<file path="src/rtl/uart_pkg.sv">
// Shared UART definitions: byte width, FIFO sizing defaults and the state encodings
// used by the transmit feeder and the transmitter.
package uart_pkg;

  localparam int unsigned UART_BYTE_W      = 8;
  localparam int unsigned UART_FIFO_DEPTH  = 16;
  localparam int unsigned UART_FIFO_ADDR_W = 4;

  typedef enum logic [1:0] {
    StIdle     = 2'b00,
    StWaitDone = 2'b01,
    StWaitClr  = 2'b10
  } feed_state_e;

  typedef enum logic [2:0] {
    TxStIdle    = 3'b000,
    TxStStart   = 3'b001,
    TxStData    = 3'b010,
    TxStStop    = 3'b011,
    TxStCleanup = 3'b100
  } tx_state_e;

endpackage

</file>
<file path="src/rtl/uart_byte_fifo.sv">
// Synchronous byte FIFO with registered full/empty/count and a one-cycle overflow pulse.
// No fall-through: a byte written into an empty FIFO is poppable on the following cycle.
module uart_byte_fifo
  import uart_pkg::*;
#(
  parameter int unsigned p_DEPTH  = UART_FIFO_DEPTH,
  parameter int unsigned p_ADDR_W = UART_FIFO_ADDR_W
) (
  input  logic                   i_Clk,
  input  logic                   i_Rst,
  input  logic                   i_Wr_En,
  input  logic [UART_BYTE_W-1:0] i_Wr_Byte,
  input  logic                   i_Pop,
  output logic [UART_BYTE_W-1:0] o_Rd_Byte,
  output logic                   o_Full,
  output logic                   o_Empty,
  output logic [p_ADDR_W:0]      o_Count,
  output logic                   o_Overflow
);

  localparam logic [p_ADDR_W:0] DepthCount = (p_ADDR_W + 1)'(p_DEPTH);

  logic [UART_BYTE_W-1:0] mem_q [p_DEPTH];
  logic [p_ADDR_W-1:0]    wr_ptr_q, wr_ptr_d;
  logic [p_ADDR_W-1:0]    rd_ptr_q, rd_ptr_d;
  logic [p_ADDR_W:0]      count_q, count_d;
  logic                   full_q, empty_q, overflow_q;
  logic                   do_wr, do_pop;

  always_comb begin
    do_pop   = i_Pop & ~empty_q;
    // A pop frees a slot on the same edge, so a full FIFO still takes the write.
    do_wr    = i_Wr_En & (~full_q | do_pop);
    wr_ptr_d = do_wr ? wr_ptr_q + 1'b1 : wr_ptr_q;
    rd_ptr_d = do_pop ? rd_ptr_q + 1'b1 : rd_ptr_q;
    count_d  = count_q;
    case ({do_wr, do_pop})
      2'b10:   count_d = count_q + 1'b1;
      2'b01:   count_d = count_q - 1'b1;
      default: count_d = count_q;
    endcase
  end

  always_ff @(posedge i_Clk) begin
    if (i_Rst) begin
      wr_ptr_q   <= '0;
      rd_ptr_q   <= '0;
      count_q    <= '0;
      full_q     <= 1'b0;
      empty_q    <= 1'b1;
      overflow_q <= 1'b0;
    end else begin
      wr_ptr_q   <= wr_ptr_d;
      rd_ptr_q   <= rd_ptr_d;
      count_q    <= count_d;
      full_q     <= (count_d == DepthCount);
      empty_q    <= (count_d == '0);
      overflow_q <= i_Wr_En & ~do_wr;
    end
  end

  // Storage carries no reset; the pointers alone define what is valid.
  always_ff @(posedge i_Clk) begin
    if (do_wr) begin
      mem_q[wr_ptr_q] <= i_Wr_Byte;
    end
  end

  assign o_Rd_Byte  = mem_q[rd_ptr_q];
  assign o_Full     = full_q;
  assign o_Empty    = empty_q;
  assign o_Count    = count_q;
  assign o_Overflow = overflow_q;

endmodule

</file>
<file path="src/rtl/uart_tx_feeder.sv">
// Buffers system bytes and feeds them to the UART transmitter one frame at a time,
// holding each byte stable for the whole frame and pulsing Ready once per frame.
module uart_tx_feeder
  import uart_pkg::*;
#(
  parameter int unsigned p_DEPTH  = UART_FIFO_DEPTH,
  parameter int unsigned p_ADDR_W = UART_FIFO_ADDR_W
) (
  input  logic                   i_Clk,
  input  logic                   i_Rst,
  input  logic [UART_BYTE_W-1:0] i_Wr_Byte,
  input  logic                   i_Wr_En,
  output logic                   o_Full,
  output logic                   o_Empty,
  output logic [p_ADDR_W:0]      o_Count,
  output logic                   o_Overflow,
  output logic [UART_BYTE_W-1:0] o_Tx_Byte,
  output logic                   o_Tx_Ready,
  input  logic                   i_Tx_Completed
);

  feed_state_e            state_q, state_d;
  logic                   pop;
  logic                   fifo_empty;
  logic [UART_BYTE_W-1:0] fifo_byte;
  logic [UART_BYTE_W-1:0] tx_byte_q, tx_byte_d;
  logic                   tx_ready_q, tx_ready_d;

  uart_byte_fifo #(
    .p_DEPTH  (p_DEPTH),
    .p_ADDR_W (p_ADDR_W)
  ) u_fifo (
    .i_Clk      (i_Clk),
    .i_Rst      (i_Rst),
    .i_Wr_En    (i_Wr_En),
    .i_Wr_Byte  (i_Wr_Byte),
    .i_Pop      (pop),
    .o_Rd_Byte  (fifo_byte),
    .o_Full     (o_Full),
    .o_Empty    (fifo_empty),
    .o_Count    (o_Count),
    .o_Overflow (o_Overflow)
  );

  always_ff @(posedge i_Clk) begin
    if (i_Rst) begin
      state_q    <= StIdle;
      tx_byte_q  <= '0;
      tx_ready_q <= 1'b0;
    end else begin
      state_q    <= state_d;
      tx_byte_q  <= tx_byte_d;
      tx_ready_q <= tx_ready_d;
    end
  end

  // WAIT_CLR keeps a Completed level left over from the last frame from being
  // mistaken for the end of the next one.
  always_comb begin
    state_d = state_q;
    case (state_q)
      StIdle:     if (!fifo_empty)     state_d = StWaitDone;
      StWaitDone: if (i_Tx_Completed)  state_d = StWaitClr;
      StWaitClr:  if (!i_Tx_Completed) state_d = StIdle;
      default:                         state_d = StIdle;
    endcase
  end

  always_comb begin
    pop        = (state_q == StIdle) & ~fifo_empty;
    tx_ready_d = pop;
    tx_byte_d  = pop ? fifo_byte : tx_byte_q;
  end

  assign o_Empty    = fifo_empty;
  assign o_Tx_Byte  = tx_byte_q;
  assign o_Tx_Ready = tx_ready_q;

endmodule

</file>
<file path="config.mk">
export PLATFORM = sky130hd
export DESIGN_NAME = uart_tx_feeder
export DESIGN_NICKNAME = d
export VERILOG_FILES = /design/src/rtl/uart_pkg.sv /design/src/rtl/uart_byte_fifo.sv /design/src/rtl/uart_tx_feeder.sv
export SDC_FILE = /design/constraint.sdc
export NUM_CORES = 1
export LEC_CHECK = 0
export CORE_UTILIZATION = 25
export DETAILED_ROUTE_END_ITERATION = 7
export GPL_TIMING_DRIVEN = 0
export PLACE_DENSITY = 0.51
export RECOVER_POWER = 100
export SLEW_MARGIN = 40
export SYNTH_ARGS = -nofsm -noshare
export SYNTH_HDL_FRONTEND = slang
export SYNTH_HIERARCHICAL = 1
export SYNTH_SLANG_ARGS = --single-unit
</file>
<file path="constraint.sdc">
create_clock -name i_Clk -period 4.7 [get_ports i_Clk]
set_input_delay 1.175 -clock i_Clk [delete_from_list [all_inputs] [get_ports i_Clk]]
set_output_delay 1.175 -clock i_Clk [all_outputs]
set_load 0.02 [all_outputs]
</file>
**Word-level counts from Yosys, hierarchy flattened**

Memories as Yosys holds them, arrays and structs flattened. A register that Yosys moved wholly into a read port is not among the register bits.
Index checks and enable logic that the tools add are counted.

- Bits in read-only memories: 0
- Flip-flop bits (word level): 19
- Bits in latches: 0
- Memories kept: 1
- RAM bits: 128
- Logic and storage cells: 39

Memories:

| name | depth | width | read ports | clocked after Yosys merged registers in | write ports | RTL line | RTL |
|---|---|---|---|---|---|---|---|
| u_fifo.mem_q | 16 | 8 | 1 | 1 | 1 | uart_byte_fifo.sv:23 | `logic [UART_BYTE_W-1:0] mem_q [p_DEPTH];` |

- Bitwise logic cells: 8
- Shift operators: 0
- Order comparisons: 0
- Equal/unequal tests: 8
- Reduce and logical (&&, ||, !) cells: 3
- $mul: 0
- Divide/modulo/power cells: 0
- Mux-type cells: 7
- Add/sub/neg operators: 4

Operator list:

| operator | count |
|---|---|
| $pmux 5 s2 | 1 |
| $add 4x1->4 const B | 2 |
| $mux 2 | 3 |
| $ne 2x2->1 const B | 3 |
| $pmux 2 s3 | 1 |
| $add 5x1->5 const B | 1 |
| $eq 5x5->1 const B | 1 |
| $logic_not 5->1 | 1 |
| $sub 5x1->5 const B | 1 |
| $and 1x1->1 | 4 |
| $eq 2x1->1 const B | 2 |
| $eq 2x2->1 const B | 2 |
| $not 1->1 | 3 |
| $reduce_and 3->1 | 1 |
| $logic_not 2->1 | 1 |
| $mux 1 | 2 |
| $or 1x1->1 | 1 |

**Longest topological paths before layout**

Gate-level depths: netlist (run 1).

- Word-level depth: 8
- Depth in mapped cells: 15
- Depth with buffers taken out: 12

**By module**

The synthesis (run 1) kept the hierarchy.

By module, submodules not included:

| module | area an instance (sq um) | seq. area each (sq um) | cells each | times used |
|---|---|---|---|---|
| uart_byte_fifo | 5965.7 | 4244.1 | 304 | 1 |
| uart_tx_feeder | 484.2 | 220.2 | 47 | 1 |

**Worst setup path before layout (run 1)**

OpenSTA, ideal clock, no wires.

- Path kind: input-to-reg
- From: input i_Wr_En
- To: register u_fifo.full_q (netlist: u_fifo/o_Full)
- Stages on the path: 11
- Arrival: 3.165 ns
- Required time: 4.609 ns
- Setup time: 0.091 ns
- Path slack: 1.444 ns
- Path through: a21boi_2 inv_1 ha_1 buf_2 xor2_1 ha_1 a21oi_1 mux2i_1 xor2_1 and2_1 nor4bb_1

- Cells in the longest elaborated chain, start to end: 4
- Elaborated cells on any way between the ends: 5
- Classes of those cells: 3 x eq/ne; 1 x mux; 1 x bitwise

Ends and longest elaborated chain:

| what | RTL line | RTL |
|---|---|---|
| from (decl) | uart_tx_feeder.sv:12 | `input logic i_Wr_En,` |
| $and 1x1->1 (*) | uart_byte_fifo.sv:33 | `do_wr = i_Wr_En & (~full_q \| do_pop);` |
| $eq 2x1->1 or $eq 2x2->1 (tied branches) | uart_byte_fifo.sv:37 | `case ({do_wr, do_pop})` |
| $pmux 5 s2 (*) | uart_byte_fifo.sv:37 |  |
| $eq 5x5->1 (*) | uart_byte_fifo.sv:56 | `full_q <= (count_d == DepthCount);` |
| to (signal assigned) | uart_byte_fifo.sv:56 |  |
| to (decl) | uart_byte_fifo.sv:27 | `logic full_q, empty_q, overflow_q;` |

Every way passes the cells marked *; elsewhere a longest branch is shown, timed or not.
A chain may end at the register's enable or synchronous reset.

**Worst setup path in the final report (run 1)**

Ends and elaborated chain as after synthesis.

==> summary.txt, run 1 <==
Drt
  – Via count: 3232
  – Drt initial violations: 307
  – Pre-antenna DRT Iters: 4
  – Final WL: approximately 13 mm
  – Remaining routing DRC violations: 0
  – Via/cell ratio: 4.362
  – Final ANT Viol Nets: 0
  – Wire per inst: between 15 and 20 um

STA
  – Final hold viol count: 0
  – Fin. max-slew vios: 0
  – Min Hold Slack: 0.4655 ns
  – Period utilization: 0.8097
  – Final min period: roughly 3.8 ns
  – Clock skew: between 0.015 and 0.02 ns
  – # setup viols final: 0
  – Fin Setup TNS: 0 ns
  – Fmax: about 260 MHz
  – Worst slew pin tran: roughly 1.4 ns
  – Headroom to the max-slew limit: 0.08582
  – Unrepaired setup endpoints after global routing: false

Floorplan
  – Height of the die: between 150 and 200 um
  – Io pins: 29
  – Chip width: between 150 and 200 um
  – Effective utilization at floorplan: 0.2554
  – Die area: approximately 26000 um2
  – Core area: between 20000 and 30000 um2
  – Rows: 58

Worst setup path
  – Worst R2R End: u_fifo/o_Full
  – WP data arrival: approximately 4.1 ns
  – Max Fanout on Critical Path: 9
  – Critical path capture point type: flip-flop
  – Buf+Inv Stages, Crit Path: 3
  – R2R Setup Slk: approximately 0.94 ns
  – Origin of the critical flop-to-flop path: state_q[1]
  – Setup CP Type: primary input to flip-flop
  – Crit path launch: i_Wr_En
  – Critical Path Stages: 12
  – Ordered list of cells on the worst path: clkdlybuf4s50_1 -> a21boi_2 -> inv_1 -> ha_1 -> clkbuf_1 -> xor2_1 -> ha_1 -> a21oi_1 -> mux2i_1 -> xor2_1 -> and2_0 -> nor4bb_1
  – R2R cell count: 15
  – Startpoint Class: primary input
  – Crit-path max cell delay: 0.48 ns
  – Worst path required time: just over 5 ns
  – Critical Path End: u_fifo/o_Full
  – CP max stage cell: clkdlybuf4s50_1
  – Largest delay share family, worst path: buffers and inverters

Logic synthesis
  – Syn_nets: 371
  – Synth top area share: 0.5959
  – Sequential share of the synthesized area: 0.6921
  – Synthesized instance count: about 350
  – Yosys cell types: a little over 40
  – Most common cell in the netlist: edfxtp_1
  – Top cells by area, synth: edfxtp_1, mux4_1, dfxtp_1
  – Mapped Avg Cell Area: 18.38 um2
  – Syn Std Cell Area: roughly 6400 um2
  – EDFF count, synth: between 100 and 150
  – Most used DFF post-synth: edfxtp_1
  – Cell taking the most area after synthesis: edfxtp_1
  – Flops & latches, synth: about 160
  – Yosys Warn Count: 6
  – Asr flop ratio synth: 0
  – Top cells by count, synth: edfxtp_1, dfxtp_1, nor2_1

Place
  – DP Wirelength: approximately 9 mm
  – PortBufs: 28
  – Placer Congestion: about 0.75
  – Placed Area: between 7000 and 8000 um2

Final layout
  – Final instance area: approximately 7800 um2
  – Layout cells sized above 1: 0.1387
  – Synth-to-Final Area Change: 20.27%
  – ANT cells: 0
  – Utilization after layout: 0.3072
  – Nets: 418

Global route
  – GR peak layer: met2
  – Met1 Use GR: 0.1339
  – Largest net degree at the start of global routing: 17
  – Vias in the first global route: 3342
  – Congestion Overflow GR: 0
  – Grt met3 use: 0.03310
  – Total global-route track usage: 0.1069
  – Grt met2 use: 0.1777
  – First-pass GRT wire length: ~20 mm
  – Initial antenna violation count: 0

Clocking
  – CTS Sinks: between 150 and 200
  – Post-CTS Setup Bufs: 0
  – Worst-Skew Late Latency: 0.43 ns
  – Cts hold-fix bufs: 0
  – Reg clk slew, reported paths: 0.06 ns
  – Max Root-Sink Buffers: 2
  – CTS tree: yes
  – Total CTS buffers: 17
  – CTS HTree Levels: 4
  – Clock root buffer: clkbuf_16
  – Post-CTS Resized: 0

Pwr
  – Worst IR Drop VDD: 0.2312 mV
  – Pwr/cell area: 478.3 nW/um2
  – Cell leakage power: ~2.5 nW
  – Overall power: about 0.0037 W

Run status
  – Run status: finished, final reports clean

Min path
  – Hold WC Path Type: flip-flop to flip-flop

Job
  – Max cap viols: 0
[where the power goes]
part | internal [W] | leakage, nW | switching (W)
logic | 0.000305 | 0.824 | 0.000339
registers | 0.00159 | 1.41 | 0.0000471
clock network | 0.000853 | 0.308 | 0.000578
total | 0.00275 | 2.54 | 0.000965
[per-layer routing]
metal  vias up  part of all wire
met1      1636              0.44
met5         -                 0
met2        75              0.50
met3         5             0.054
li1       1516                 -
met4         0            0.0073
[tightest hold or removal path, stage by stage (launching register included)]
cell     delay (ns)
dfxtp_1        0.31
o31ai_1        0.06
a21oi_1        0.06
[logic make-up (layout without fill, tap and decap cells)]
kind of cell               count (synthesis)  in the layout  share of synthesized area
adders and majority gates                  8              8                    0.01552
DFF                                      159            159                     0.6921
buffers and inverters                     29             89                    0.02716
xor gates and xnor gates                  12             12                    0.01630
AOI/OAI and AO/OA                         33             33                    0.03375
muxes                                     42             42                     0.1573
and+or+nand+nor                           68             68                    0.05781
[registers in the layout, indices dropped and copies added (netlist names), named ones only]
| name | cells |
|---|---|
| u_fifo/o_Empty | 1 |
| u_fifo/wr_ptr_q | 4 |
| u_fifo/o_Overflow | 1 |
| u_fifo/rd_ptr_q | 4 |
| u_fifo/mem_q | 128 |
| state_q | 2 |
| u_fifo/o_Full | 1 |
| u_fifo/o_Count | 5 |
| o_Tx_Ready | 1 |
| o_Tx_Byte | 8 |
[metrics by stage]
stage | setup WS [ns] | cells
after global placement | 0.6539 | 709
after detailed placement | 0.5459 | 709
final | 0.8943 | 741
after floorplan | 1.444 | 351
after global routing | 0.5209 | 741
after CTS | 0.9779 | 741
[layout make-up]
| class | instances | area (um2) |
|---|---|---|
| Fill cell | 2444 | 17500 |
| Sequential cell | 159 | 4464 |
| Clock buffer | 17 | 425.4 |
| Timing Repair Buffer | 28 | 280.3 |
| Multi-Input combinational cell | 163 | 1810 |
| Buffer | 23 | 143.9 |
| Clock inverter | 15 | 197.7 |
| Tap cell | 330 | 412.9 |
| Inverter | 6 | 22.52 |
[how the worst min path moves through the flow]
| stage | cells past startpoint | slack, ns | endpoint | start |
|---|---|---|---|---|
| 2_1_floorplan | 2 | 0.47 | flip-flop | u_fifo/rd_ptr_q[1] |
| 3_3_place_gp | 2 | 0.46 | o_Tx_Byte[6] | o_Tx_Byte[6] |
| 3_5_place_dp | 2 | 0.47 | o_Tx_Byte[0] | o_Tx_Byte[0] |
| 4_1_cts | 2 | 0.48 | o_Tx_Byte[0] | o_Tx_Byte[0] |
| 5_1_grt | 2 | 0.49 | o_Tx_Byte[0] | o_Tx_Byte[0] |
| 6_report | 2 | 0.47 | o_Tx_Byte[0] | o_Tx_Byte[0] |
[cells in the final DEF (no fill, tap or decap), types with 3 or more instances in the layout]
cell type / synthesis / routed
nor3_1: 5 / 5
buf_6: 5 / 4
mux4_2: 15 / 15
clkbuf_16: 0 / 17
ha_1: 8 / 8
dlygate4sd3_1: 0 / 26
dfxtp_1: 31 / 31
bufinv_16: 0 / 3
inv_1: 6 / 6
xor2_1: 9 / 9
a21oi_1: 11 / 11
inv_6: 0 / 6
nand2b_1: 3 / 3
mux4_1: 25 / 25
clkbuf_1: 9 / 12
o31ai_1: 8 / 8
o21ai_0: 4 / 4
nor2_1: 29 / 29
edfxtp_1: 128 / 128
buf_1: 4 / 3
nand4_1: 3 / 3
nor2b_1: 4 / 4
nand2_1: 8 / 8
xnor2_1: 3 / 3
or4b_1: 9 / 9
Power figures use the tool's default switching activity.
==> run 2: changes to the inputs <==
Settings changed: PLACE_DENSITY 0.51 to 0.52.
Clock period 4.7 ns to 3.3 ns, I/O delays scaled along.
==> run 2 against run 1 <==
Compared with the run above: non-clock buffer count increased by 1; wire length increased by 1.6%; worst hold slack improved by 0.0021 ns; total power increased by 40%; worst setup slack got worse by 0.60 ns; combinational power increased by 47%; critical endpoint unchanged; highest routed layer unchanged.
==> summary.txt, run 2 (same netlist as run 1, synthesis figures left out) <==
Drt
  – Final WL: approximately 13 mm
  – Via count: about 3200
  – Final ANT Viol Nets: 0
  – Remaining routing DRC violations: 0
  – Drt initial violations: slightly above 300
  – Pre-antenna DRT Iters: 6
  – Wire per inst: roughly 18 um
  – Via/cell ratio: between 4 and 5

Global route
  – GR peak layer: met2
  – First-pass GRT wire length: 20.24 mm
  – Vias in the first global route: between 3000 and 4000
  – Initial antenna violation count: 0
  – Grt met2 use: 0.1742
  – Total global-route track usage: 0.1087
  – Grt met3 use: 0.02903
  – Met1 Use GR: 0.1435
  – Largest net degree at the start of global routing: 17
  – Congestion Overflow GR: 0

STA
  – Headroom to the max-slew limit: 0.4238
  – Final hold viol count: 0
  – Fin. max-slew vios: 0
  – Clock skew: 0.007072 ns
  – # setup viols final: 0
  – Fmax: 332.7 MHz
  – Worst slew pin tran: between 0.8 and 0.9 ns
  – Fin worst setup slack: ~0.29 ns
  – Fin Setup TNS: 0 ns
  – Final min period: 3.006 ns
  – Period utilization: 0.9108
  – Unrepaired setup endpoints after global routing: false

Worst setup path
  – Critical Path End: u_fifo/o_Full
  – Ordered list of cells on the worst path: buf_6 -> buf_4 -> nor3_2 -> nand2b_1 -> a21boi_4 -> inv_1 -> ha_1 -> buf_2 -> xor2_1 -> ha_1 -> a21oi_1 -> mux2i_1 -> xor2_1 -> and2_4 -> nor4bb_1
  – Largest delay share family, worst path: simple AND/OR/NAND/NOR gates
  – CP max stage cell: dfxtp_1
  – Setup CP Type: flip-flop to flip-flop
  – Critical path capture point type: flip-flop
  – Worst path required time: between 3 and 4 ns
  – Crit-path max cell delay: roughly 0.32 ns
  – R2R cell count: 15
  – Critical Path Stages: 15
  – Buf+Inv Stages, Crit Path: 4
  – Worst R2R End: u_fifo/o_Full
  – Crit path launch: state_q[0]
  – Startpoint Class: flip-flop
  – Max Fanout on Critical Path: 10
  – R2R Setup Slk: between 0.2 and 0.3 ns
  – WP data arrival: roughly 3.3 ns
  – Origin of the critical flop-to-flop path: state_q[0]

Final layout
  – Largest register by flop count: u_fifo/mem_q
  – Utilization after layout: 0.3078
  – Final instance area: roughly 7800 um2
  – Layout cells sized above 1: 0.1626
  – Nets: between 400 and 500
  – Max reg flops: around 130
  – Commonest non-fill, non-tap cell in the layout: edfxtp_1
  – Synth-to-Final Area Change: 20.50%
  – Most frequent cells in the layout: edfxtp_1, dfxtp_1, nor2_1, dlygate4sd3_1, mux4_1
  – ANT cells: 0

Floorplan
  – Die area: 26450 um2
  – Height of the die: 162.6 um
  – Io pins: 29
  – Chip width: about 160 um
  – Effective utilization at floorplan: 0.2554
  – Core area: 25250 um2
  – Rows: 58

Clocking
  – CTS tree: yes
  – Max Root-Sink Buffers: 2
  – CTS Sinks: between 150 and 200
  – Total CTS buffers: 17
  – CTS HTree Levels: 4
  – Reg clk slew, reported paths: ~0.06 ns
  – Worst-Skew Late Latency: between 0.4 and 0.5 ns
  – Clock root buffer: clkbuf_16

Place
  – DP Wirelength: approximately 8.9 mm
  – PortBufs: 28
  – Placer Congestion: roughly 0.73
  – Pre-CTS WS: -0.4806 ns
  – Placed Area: slightly above 7000 um2

Pwr
  – Overall power: about 0.0052 W
  – Worst IR Drop VDD: about 0.37 mV
  – Pwr/cell area: 670.6 nW/um2
  – Cell leakage power: about 2.6 nW

Min path
  – Hold WC Path Type: flip-flop to flip-flop
  – Worst hold start: o_Tx_Byte[6]

Run status
  – Run status: finished, final reports clean

Job
  – Max cap viols: 0
## run 2: cell count changes in the layout (fill, tap and decap cells not counted), sizes merged
cell	delta
buf	+2
clkbuf	-1
clkinvlp	+3
inv	-2
bufinv	-1
## run 2: report_power, final
group	switching (W)	internal, W	total, W
combinational	0.000489	0.000459	0.000949
sequential	0.0000674	0.00226	0.00233
clock	0.000810	0.00112	0.00193
## run 2: worst min path at each step
| stage | endpoint | cells after the start | slack (ns) |
|---|---|---|---|
| floorplan | flip-flop | 2 | 0.47 |
| global placement | o_Tx_Byte[0] | 2 | 0.46 |
| detailed placement | o_Tx_Byte[6] | 2 | 0.47 |
| CTS | o_Tx_Byte[6] | 2 | 0.48 |
| global route | o_Tx_Byte[0] | 2 | 0.50 |
| finish | o_Tx_Byte[6] | 2 | 0.47 |
## run 2: worst reg2reg max path: cells and delay by family (launching register included)
family                   cells  cell delay (ns)
AND/OR/NAND/NOR              4             0.73
buffers and inverters        4             0.54
adder cells (fa/ha/maj)      2             0.39
XOR/XNOR                     2             0.37
AO/OA/AOI/OAI                2             0.33
flip-flops                   1             0.32
multiplexers                 1             0.24
## run 2: layout make-up
cell class,instances,area (um2)
inverters,6,22.52
clock inverters,15,158.9
repair buffers,30,291.5
plain buffers,22,150.1
well taps,330,412.9
clock buffers,17,425.4
multi-input cells,163,1846
flip-flops and latches,159,4466
fillers,2471,17480
## run 2: repair_timing
item,in CTS,in global routing
resized for setup,1,5
hold buffers,0,0
setup buffers,1,1
pin swaps,1,1
hold endpoints to repair,0,0
setup endpoints to repair,3,3
## run 2: stage by stage
stage	cells	hold slack, ns
final	742	0.4676
after CTS	742	0.4763
after global routing	742	0.4986
after floorplan	351	0.4678
after global placement	709	0.4601
after detailed placement	709	0.4679
## run 2: layer usage
layer / wire (um) / share of wire
met5: 0 / 0
met4: 108 / 0.0081
met3: 544 / 0.041
met2: 6427 / 0.48
met1: 6223 / 0.47
==> run 3: changes to the inputs <==
Settings changed: ABC_CLOCK_PERIOD_IN_PS set to 3300, CORE_UTILIZATION 25 to 50, PLACE_DENSITY 0.52 to 0.82.
==> run 3 against run 2 <==
Compared with the run above: worst hold slack worse by 0.0047 ns; count of clock-buffer cells in the layout unchanged; via count grew 3.9%; sequential power about the same; critical path depth did not move; critical path type unchanged; highest routed layer unchanged.
==> summary.txt, run 3 (same netlist as run 1, synthesis figures left out) <==
STA
  – Fin. max-slew vios: 0
  – Worst slew pin tran: slightly below 0.9 ns
  – # setup viols final: 0
  – Final min period: between 3 and 4 ns
  – Fin worst setup slack: roughly 0.19 ns
  – Fmax: 321.3 MHz
  – Final hold viol count: 0
  – Headroom to the max-slew limit: 0.4085
  – Period utilization: 0.9430
  – Clock skew: approximately 0.01 ns

Clocking
  – Reg clk slew, reported paths: 0.06 ns
  – Worst-Skew Late Latency: 0.42 ns
  – Cts hold-fix bufs: 0
  – CTS Sinks: ~160
  – Total CTS buffers: 17
  – CTS HTree Levels: 4
  – Max Root-Sink Buffers: 2
  – CTS tree: yes
  – Clock root buffer: clkbuf_16

Final layout
  – Synth-to-Final Area Change: 17.40%
  – Layout cells sized above 1: 0.1602
  – Commonest non-fill, non-tap cell in the layout: edfxtp_1
  – ANT cells: 0
  – Nets: between 400 and 500
  – Most frequent cells in the layout: edfxtp_1, dfxtp_1, nor2_1, dlygate4sd3_1, mux4_1
  – Largest register by flop count: u_fifo/mem_q
  – Fillers: a little over 900
  – Max reg flops: about 130
  – Utilization after layout: 0.6000

Drt
  – Final WL: 12.19 mm
  – Via count: ~3400
  – Via/cell ratio: 5.779
  – Drt initial violations: 375
  – Pre-antenna DRT Iters: 4
  – Remaining routing DRC violations: 0
  – Final ANT Viol Nets: 0
  – Wire per inst: around 21 um

Place
  – Placer Congestion: around 0.8
  – DP Wirelength: a little over 8 mm
  – PortBufs: 28
  – Pre-CTS WS: -0.4922 ns

Worst setup path
  – Origin of the critical flop-to-flop path: state_q[0]
  – Worst R2R End: u_fifo/o_Full
  – Ordered list of cells on the worst path: buf_6 -> buf_4 -> nor3_1 -> nand2b_1 -> a21boi_4 -> inv_1 -> ha_1 -> buf_2 -> xor2_1 -> ha_1 -> a21oi_2 -> mux2i_1 -> xor2_1 -> and2_1 -> nor4bb_4
  – Largest delay share family, worst path: simple AND/OR/NAND/NOR gates
  – WP data arrival: approximately 3.4 ns
  – CP max stage cell: dfxtp_1
  – Buf+Inv Stages, Crit Path: 4
  – R2R cell count: 15
  – Critical path capture point type: flip-flop
  – Worst path required time: between 3 and 4 ns
  – Setup CP Type: flip-flop to flip-flop
  – Crit-path max cell delay: between 0.3 and 0.4 ns
  – Startpoint Class: flip-flop
  – Max Fanout on Critical Path: 10
  – R2R Setup Slk: ~0.19 ns

Floorplan
  – Io pins: 29
  – Core area: around 13000 um2
  – Chip width: about 120 um
  – Effective utilization at floorplan: 0.5111
  – Height of the die: 115.6 um
  – Rows: 41
  – Die area: between 10000 and 15000 um2

Pwr
  – Cell leakage power: 2.549 nW
  – Overall power: approximately 0.0051 W
  – Worst IR Drop VDD: roughly 0.47 mV
  – Pwr/cell area: between 600 and 700 nW/um2

Global route
  – Vias in the first global route: between 3000 and 4000
  – Total global-route track usage: 0.1979
  – Largest net degree at the start of global routing: 17
  – First-pass GRT wire length: around 19 mm
  – Initial antenna violation count: 0
  – Congestion Overflow GR: 0

Min path
  – Worst hold start: o_Tx_Byte[6]
  – Hold WC Path Type: flip-flop to flip-flop
  – Hold-critical path depth: 2
  – Hold Path Sink: o_Tx_Byte[6]

Run status
  – Run status: finished, final reports clean

Job
  – Max cap viols: 0
-- run 3: through the flow --
step | hold slack, ns | instance area [um2] | cells | TNS (ns)
finish | 0.4628 | 7572 | 584 | 0
global route | 0.4939 | 7572 | 584 | -0.01535
CTS | 0.4702 | 7545 | 584 | 0
detailed placement | 0.4613 | 6965 | 551 | -1.232
global placement | 0.4556 | 6945 | 551 | -2.357
floorplan | 0.4678 | 6450 | 351 | 0
-- run 3: worst max path at each step --
| stage | startpoint | slack (ns) | endpoint | depth (start not counted) |
|---|---|---|---|---|
| 6_report | state_q[0] | 0.19 | u_fifo/o_Full | 15 |
| 3_3_place_gp | i_Wr_En | -0.37 | u_fifo/o_Full | 12 |
| 5_1_grt | state_q[0] | -0.02 | u_fifo/o_Full | 15 |
| 3_5_place_dp | i_Wr_En | -0.49 | u_fifo/o_Full | 12 |
| 2_1_floorplan | state_q[1] | 0.31 | u_fifo/o_Full | 15 |
| 4_1_cts | u_fifo/o_Empty | 0.04 | u_fifo/o_Full | 13 |
-- run 3: layout make-up --
cell class | instances | area [um2] | share of cell area
Inverter | 6 | 22.52 | 0.002974
Clock buffer | 17 | 425.4 | 0.05618
Clock inverter | 15 | 138.9 | 0.01834
Timing Repair Buffer | 30 | 291.5 | 0.03850
Buffer | 22 | 150.1 | 0.01983
Sequential cell | 159 | 4464 | 0.5896
Tap cell | 172 | 215.2 | 0.02842
Multi-Input combinational cell | 163 | 1864 | 0.2462
-- run 3: routing by layer --
layer	track usage	up-vias	share of wire
met5	0	-	0
met4	0.07013	0	0.0095
met3	0.04864	11	0.076
met2	0.3198	117	0.50
met1	0.2633	1727	0.41
li1	-	1520	-
-- run 3: tightest hold or removal path: stages, from the launching register on --
cell     delay [ns]
dfxtp_1        0.30
o31ai_1        0.06
a21oi_1        0.06
-- run 3: report_power, final --
group,total [W],internal [W],switching (W)
Clock,0.00185,0.00104,0.000801
Sequential,0.00233,0.00226,0.0000663
Combinational,0.000936,0.000461,0.000475
-- run 3: repair_timing --
action / CTS / global route
endpoints found under the setup margin: 3 / 3
buffers inserted: 1 / 1
pin swaps: 1 / 1
gates resized for setup: 1 / 7
==> edit 1 (flow settings as in run 2) <==
Encoding of `feed_state_e`: now one-hot (3 bits for 3 states).
--- a/src/rtl/uart_pkg.sv
+++ b/src/rtl/uart_pkg.sv
@@ -6,10 +6,10 @@
   localparam int unsigned UART_FIFO_DEPTH  = 16;
   localparam int unsigned UART_FIFO_ADDR_W = 4;
 
-  typedef enum logic [1:0] {
-    StIdle     = 2'b00,
-    StWaitDone = 2'b01,
-    StWaitClr  = 2'b10
+  typedef enum logic [2:0] {
+    StIdle     = 3'b001,
+    StWaitDone = 3'b010,
+    StWaitClr  = 3'b100
   } feed_state_e;
 
   typedef enum logic [2:0] {
Behaviour: no difference found for any inputs over 10 cycles, from zero or initial values and one cycle with i_Rst high; not proved beyond that.
==> edit 1 against run 2 <==
  * Worst setup slack worse by 0.067 ns
  * Sequential cell count increased by 1
  * First-iteration DRC count decreased by 37%
  * Count of clock-buffer cells in the layout up 1
  * Wire length rose by 2.0%
  * Combinational power grew 2.5%
  * Synthesized cell count grew 0.85%
  * Final area grew 0.74%
  * Largest cell class unchanged
  * Power increased by 0.41%
  * Clock skew increased by 0.0013 ns
  * Area after synthesis up 0.83%
==> edit 1: results (changes against run 2) <==
sequential area share after synthesis 68.9% (-0.26 points); pin count of the biggest net entering global routing 17 (unchanged); Commonest cells post-synth 128 x edfxtp_1, 32 x dfxtp_1, 29 x nor2_1; first-pass GRT wire length 20,400 um (+0.82%); FFs w/ async S/R, synth 0% (unchanged); worst-path maximum fanout 9 (-1); count leader, synth edfxtp_1; Post-synth EDFFs 128 (unchanged); routability-driven placement congestion ratio 0.721 (-0.85%); vias in the first global route 3,349 (+0.54%); ratio of cells with drive above 1 in the final layout 15.2% (-1.1 points); worst min path class reg2reg; Port Buffer Count 27 (-3.6%); count of cell types in the netlist 43 (+4.9%); grt total ovfl 0 (unchanged); First-pass DRT Iterations 4 (-2); synthesized instance count 354 (+0.85%); yosys warns 6 (unchanged); via count 3,358 (+3.4%); Root Driver clkbuf_16; later-pin clock latency in the skew report 0.42 ns (about the same); syn_nets 374 (+0.81%); most flop-heavy register u_fifo/mem_q; final setup skew 0.00832 ns (+0.00125 ns); Largest register FFs 128 (unchanged); crit-path leading delay family simple AND/OR/NAND/NOR gates; DR iter-0 viols 190 (-37%); CP max-delay cell dfxtp_1; initial antenna violation count 0 (unchanged); CTS H-Tree Depth 4 (unchanged); Setup violations, final 0 (unchanged); P_leak 2.58 nW (+0.88%); status completed; largest cells by area after synthesis edfxtp_1 59%, mux4_1 10%, dfxtp_1 9.8%; Vias/cell 4.47 (+2.2%); number of diodes 0 (unchanged); hpwl dp 9030 um (+1.3%); gr usage total 10.7% (-0.15 points); worst stage delay on the critical path 0.36 ns (+0.04 ns); Post-CTS Resized 1 (unchanged); wire length per cell 18.1 um (+0.73%); slew margin rel. 35.6% (-6.8 points); post-CTS setup buffer count 1 (unchanged); Clock transition at path regs 0.06 ns (about the same); cts bufs inserted 17 (unchanged); dpl ws -0.499 ns (-0.0188 ns); CTS Buffer Depth 2 (unchanged); filler instances 2,430 (-1.7%); nets@finish 428 (+2.1%); Arrival @ worst endpoint 3.40 ns (+0.06 ns); dpl cells 716 (+0.99%); Register Area 4480 um2 (+0.42%); worst vdd ir 0.000348 V (-6.3%); Post-DP Area 7240 um2 (+1.1%)
==> edit 1: cell type report <==
type | instances | area share [%]
flip-flops and latches | 160 | 57.3
well taps | 330 | 5.27
inverters | 7 | 0.336
plain buffers | 20 | 1.66
clock inverters | 14 | 1.90
multi-input cells | 167 | 24.1
repair buffers | 35 | 3.98
clock buffers | 18 | 5.48
==> edit 1: logic make-up (layout without fill, tap and decap cells) <==
| family | Yosys count | in the layout | share of synthesized area (%) |
|---|---|---|---|
| flops | 160 | 160 | 68.9 |
| simple gates | 79 | 79 | 6.68 |
| mux | 50 | 50 | 16.8 |
| buf+inv | 27 | 94 | 2.40 |
| compound gates | 18 | 18 | 1.98 |
| xor+xnor | 12 | 12 | 1.62 |
| fa+ha+maj | 8 | 8 | 1.54 |
==> edit 1: per-layer routing <==
metal | share of wire, % | GRT usage, % | routed length (um) | vias up
met2 | 48 | 17.1 | 6500 | 69
met3 | 4.5 | 3.07 | 609 | 13
li1 | - | - | - | 1512
met4 | 1.0 | 3.36 | 139 | 0
met1 | 47 | 14.0 | 6320 | 1764
met5 | 0 | 0 | 0 | -
==> edit 1: power breakdown <==
group,internal (mW),switching [mW]
Combinational,0.482,0.491
Clock,1.07,0.843
Sequential,2.28,0.0721
==> edit 1: tightest hold or removal path, delay by kind of cell, from the launching register on <==
kind,cells,cell delay (ns)
muxes,1,0.05
and+or+nand+nor,1,0.06
DFF,1,0.31
==> edit 1: path summary, 6_finish.rpt <==
check | start | end | slack [ns] | depth (start not counted)
setup reg to reg | state_q[1] | u_fifo/o_Full | 0.23 | 14
hold / removal | o_Tx_Byte[1] | o_Tx_Byte[1] | 0.48 | 2
hold reg to reg | o_Tx_Byte[1] | o_Tx_Byte[1] | 0.48 | 2
setup / recovery | state_q[1] | u_fifo/o_Full | 0.23 | 14
==> edit 2 (flow settings as in run 2) <==
Without the edit above. Change the package constant `UART_FIFO_ADDR_W` from 4 to 5.
--- a/src/rtl/uart_pkg.sv
+++ b/src/rtl/uart_pkg.sv
@@ -4,7 +4,7 @@
 
   localparam int unsigned UART_BYTE_W      = 8;
   localparam int unsigned UART_FIFO_DEPTH  = 16;
-  localparam int unsigned UART_FIFO_ADDR_W = 4;
+  localparam int unsigned UART_FIFO_ADDR_W = 5;
 
   typedef enum logic [1:0] {
     StIdle     = 2'b00,
Ports: changed (resized o_Count); port bits go from 29 to 30. The function was not compared with the original's and may differ.
==> edit 2 against run 2 <==
  * Worst setup slack worse by 0.12 ns
  * Area after synthesis about the same
  * Power grew 1.0%
  * Final area is 0.80% higher
  * Count of clock-buffer cells in the layout increased by 12
  * Cell count is 1.6% higher
  * Combinational power rose by 11%
  * Clock power down 4%
  * Wire length shrank 0.22%
  * Sequential cell count rose by 1
==> edit 2: results (changes against run 2) <==
hpwl dp 8890 um (-0.24%); worst vdd ir 0.000381 V (+2.4%); nets@finish 431 (+2.9%); Root Driver clkbuf_16; final setup skew 0.00672 ns (-0.000353 ns); worst-path maximum fanout 10 (unchanged); FFs w/ async S/R, synth 0% (unchanged); syn_area_per_cell 17.9 um2 (-2.8%); worst min path class reg2reg; CP max-delay cell mux2_4; cts bufs inserted 17 (unchanged); status completed; net switching power 1.34 mW (-1.9%); ratio of cells with drive above 1 in the final layout 26.7% (+10 points); wire length per cell 17.6 um (-1.8%); DR iter-0 viols 210 (-31%); worst stage delay on the critical path 0.34 ns (+0.02 ns); dpl cells 720 (+1.6%); yosys warns 6 (unchanged); P_leak 2.47 nW (-3.3%); count of cell types in the netlist 44 (+7.3%); Port Buffer Count 29 (+3.6%); CTS H-Tree Depth 4 (unchanged); CTS Buffer Depth 2 (unchanged); gr usage total 10.8% (-0.056 points); routability-driven placement congestion ratio 0.715 (-1.7%); sequential area share after synthesis 69.6% (+0.35 points); Largest register FFs 128 (unchanged); dpl ws -0.899 ns (-0.419 ns); pin count of the biggest net entering global routing 20 (+3); filler instances 2,459 (-0.49%); vias in the first global route 3,466 (+4.1%); Commonest cells post-synth 128 x edfxtp_1, 40 x mux4_2, 32 x dfxtp_1; Vias/cell 4.47 (+2.2%); first-pass GRT wire length 20,400 um (+0.85%); First-pass DRT Iterations 4 (-2); Tightest Pin Transition 0.828 ns (-0.0333 ns); via count 3,373 (+3.9%); largest cells by area after synthesis edfxtp_1 60%, mux4_2 14%, dfxtp_1 9.9%; Arrival @ worst endpoint 3.47 ns (+0.13 ns); syn_nets 381 (+2.7%)
## edit 2: cell types whose count changed in the layout (fill, tap and decap cells not counted), moves of 4 or more
cell                    run 2  this run
buf_4                       2         9
clkbuf_1                   10         6
clkbuf_8                    0         6
clkdlybuf4s50_1             2        18
dlygate4sd3_1              26        11
mux4_1                     25         0
mux4_2                     15        40
nor2_1                     29        20
nor2_2                      0        10
o21ai_0                     4         0
## edit 2: worst max-delay path, delay by kind of cell, from the launching register on
kind	cells	cell delay, ns
buffers and inverters	4	0.57
xor gates and xnor gates	1	0.16
AOI/OAI and AO/OA	2	0.33
and+or+nand+nor	4	0.69
DFF	1	0.33
muxes	2	0.53
adders and majority gates	2	0.44
## edit 2: cells by family (layout without fill, tap and decap cells)
logic type,Yosys count,count (layout),share of synthesized area [%]
multiplexers,43,43,14.5
buffers and inverters,28,91,2.47
flip-flops,160,160,69.6
adder cells (fa/ha/maj),8,8,1.55
AO/OA/AOI/OAI,34,34,3.65
AND/OR/NAND/NOR,76,76,6.68
XOR/XNOR,12,12,1.63
## edit 2: power groups by stage
stage                     Sequential [mW]  Combinational, mW  Clock [mW]
after global routing                 2.37               1.14        1.99
after global placement               2.39              0.994           0
final                                2.36               1.05        1.86
after CTS                            2.35               1.03        1.91
after detailed placement             2.40               1.01           0
after floorplan                      2.44              0.628           0
## edit 2: final cells by class
class / instances / area (um2) / share of cell area, %
Timing Repair Buffer: 32 / 313 / 3.99
Sequential cell: 160 / 4490 / 57.3
Clock inverter: 3 / 18.8 / 0.240
Tap cell: 330 / 413 / 5.27
Multi-Input combinational cell: 173 / 1890 / 24.1
Inverter: 5 / 18.8 / 0.240
Buffer: 22 / 139 / 1.77
Clock buffer: 29 / 556 / 7.09
## edit 2: stage by stage
step | hold WS [ns] | area, um2 | util, %
6_report | 0.471 | 7840 | 31.0
2_1_floorplan | 0.468 | 6450 | -
5_1_grt | 0.493 | 7840 | 31.0
3_5_place_dp | 0.469 | 7190 | 28.5
3_3_place_gp | 0.460 | 7150 | 28.3
4_1_cts | 0.477 | 7790 | 30.8
## edit 2: per-layer routing
layer  track usage (%)  wire length, um
met1              13.9             5940
met2              17.6             6540
met3              2.93              620
met4              3.70              173
met5                 0                0
## edit 2: path summary, 6_finish.rpt
kind | from | endpoint | slack [ns] | cells after the start
setup / recovery | state_q[0] | u_fifo/o_Full | 0.17 | 15
hold reg to reg | o_Tx_Byte[4] | o_Tx_Byte[4] | 0.47 | 2
setup reg to reg | state_q[0] | u_fifo/o_Full | 0.17 | 15
hold / removal | o_Tx_Byte[4] | o_Tx_Byte[4] | 0.47 | 2
## edit 2: what timing repair did
item	4_1_cts	5_1_grt
pin swaps	1	1
buffers inserted	1	2
gates resized for setup	5	10
setup endpoints to repair	5	2
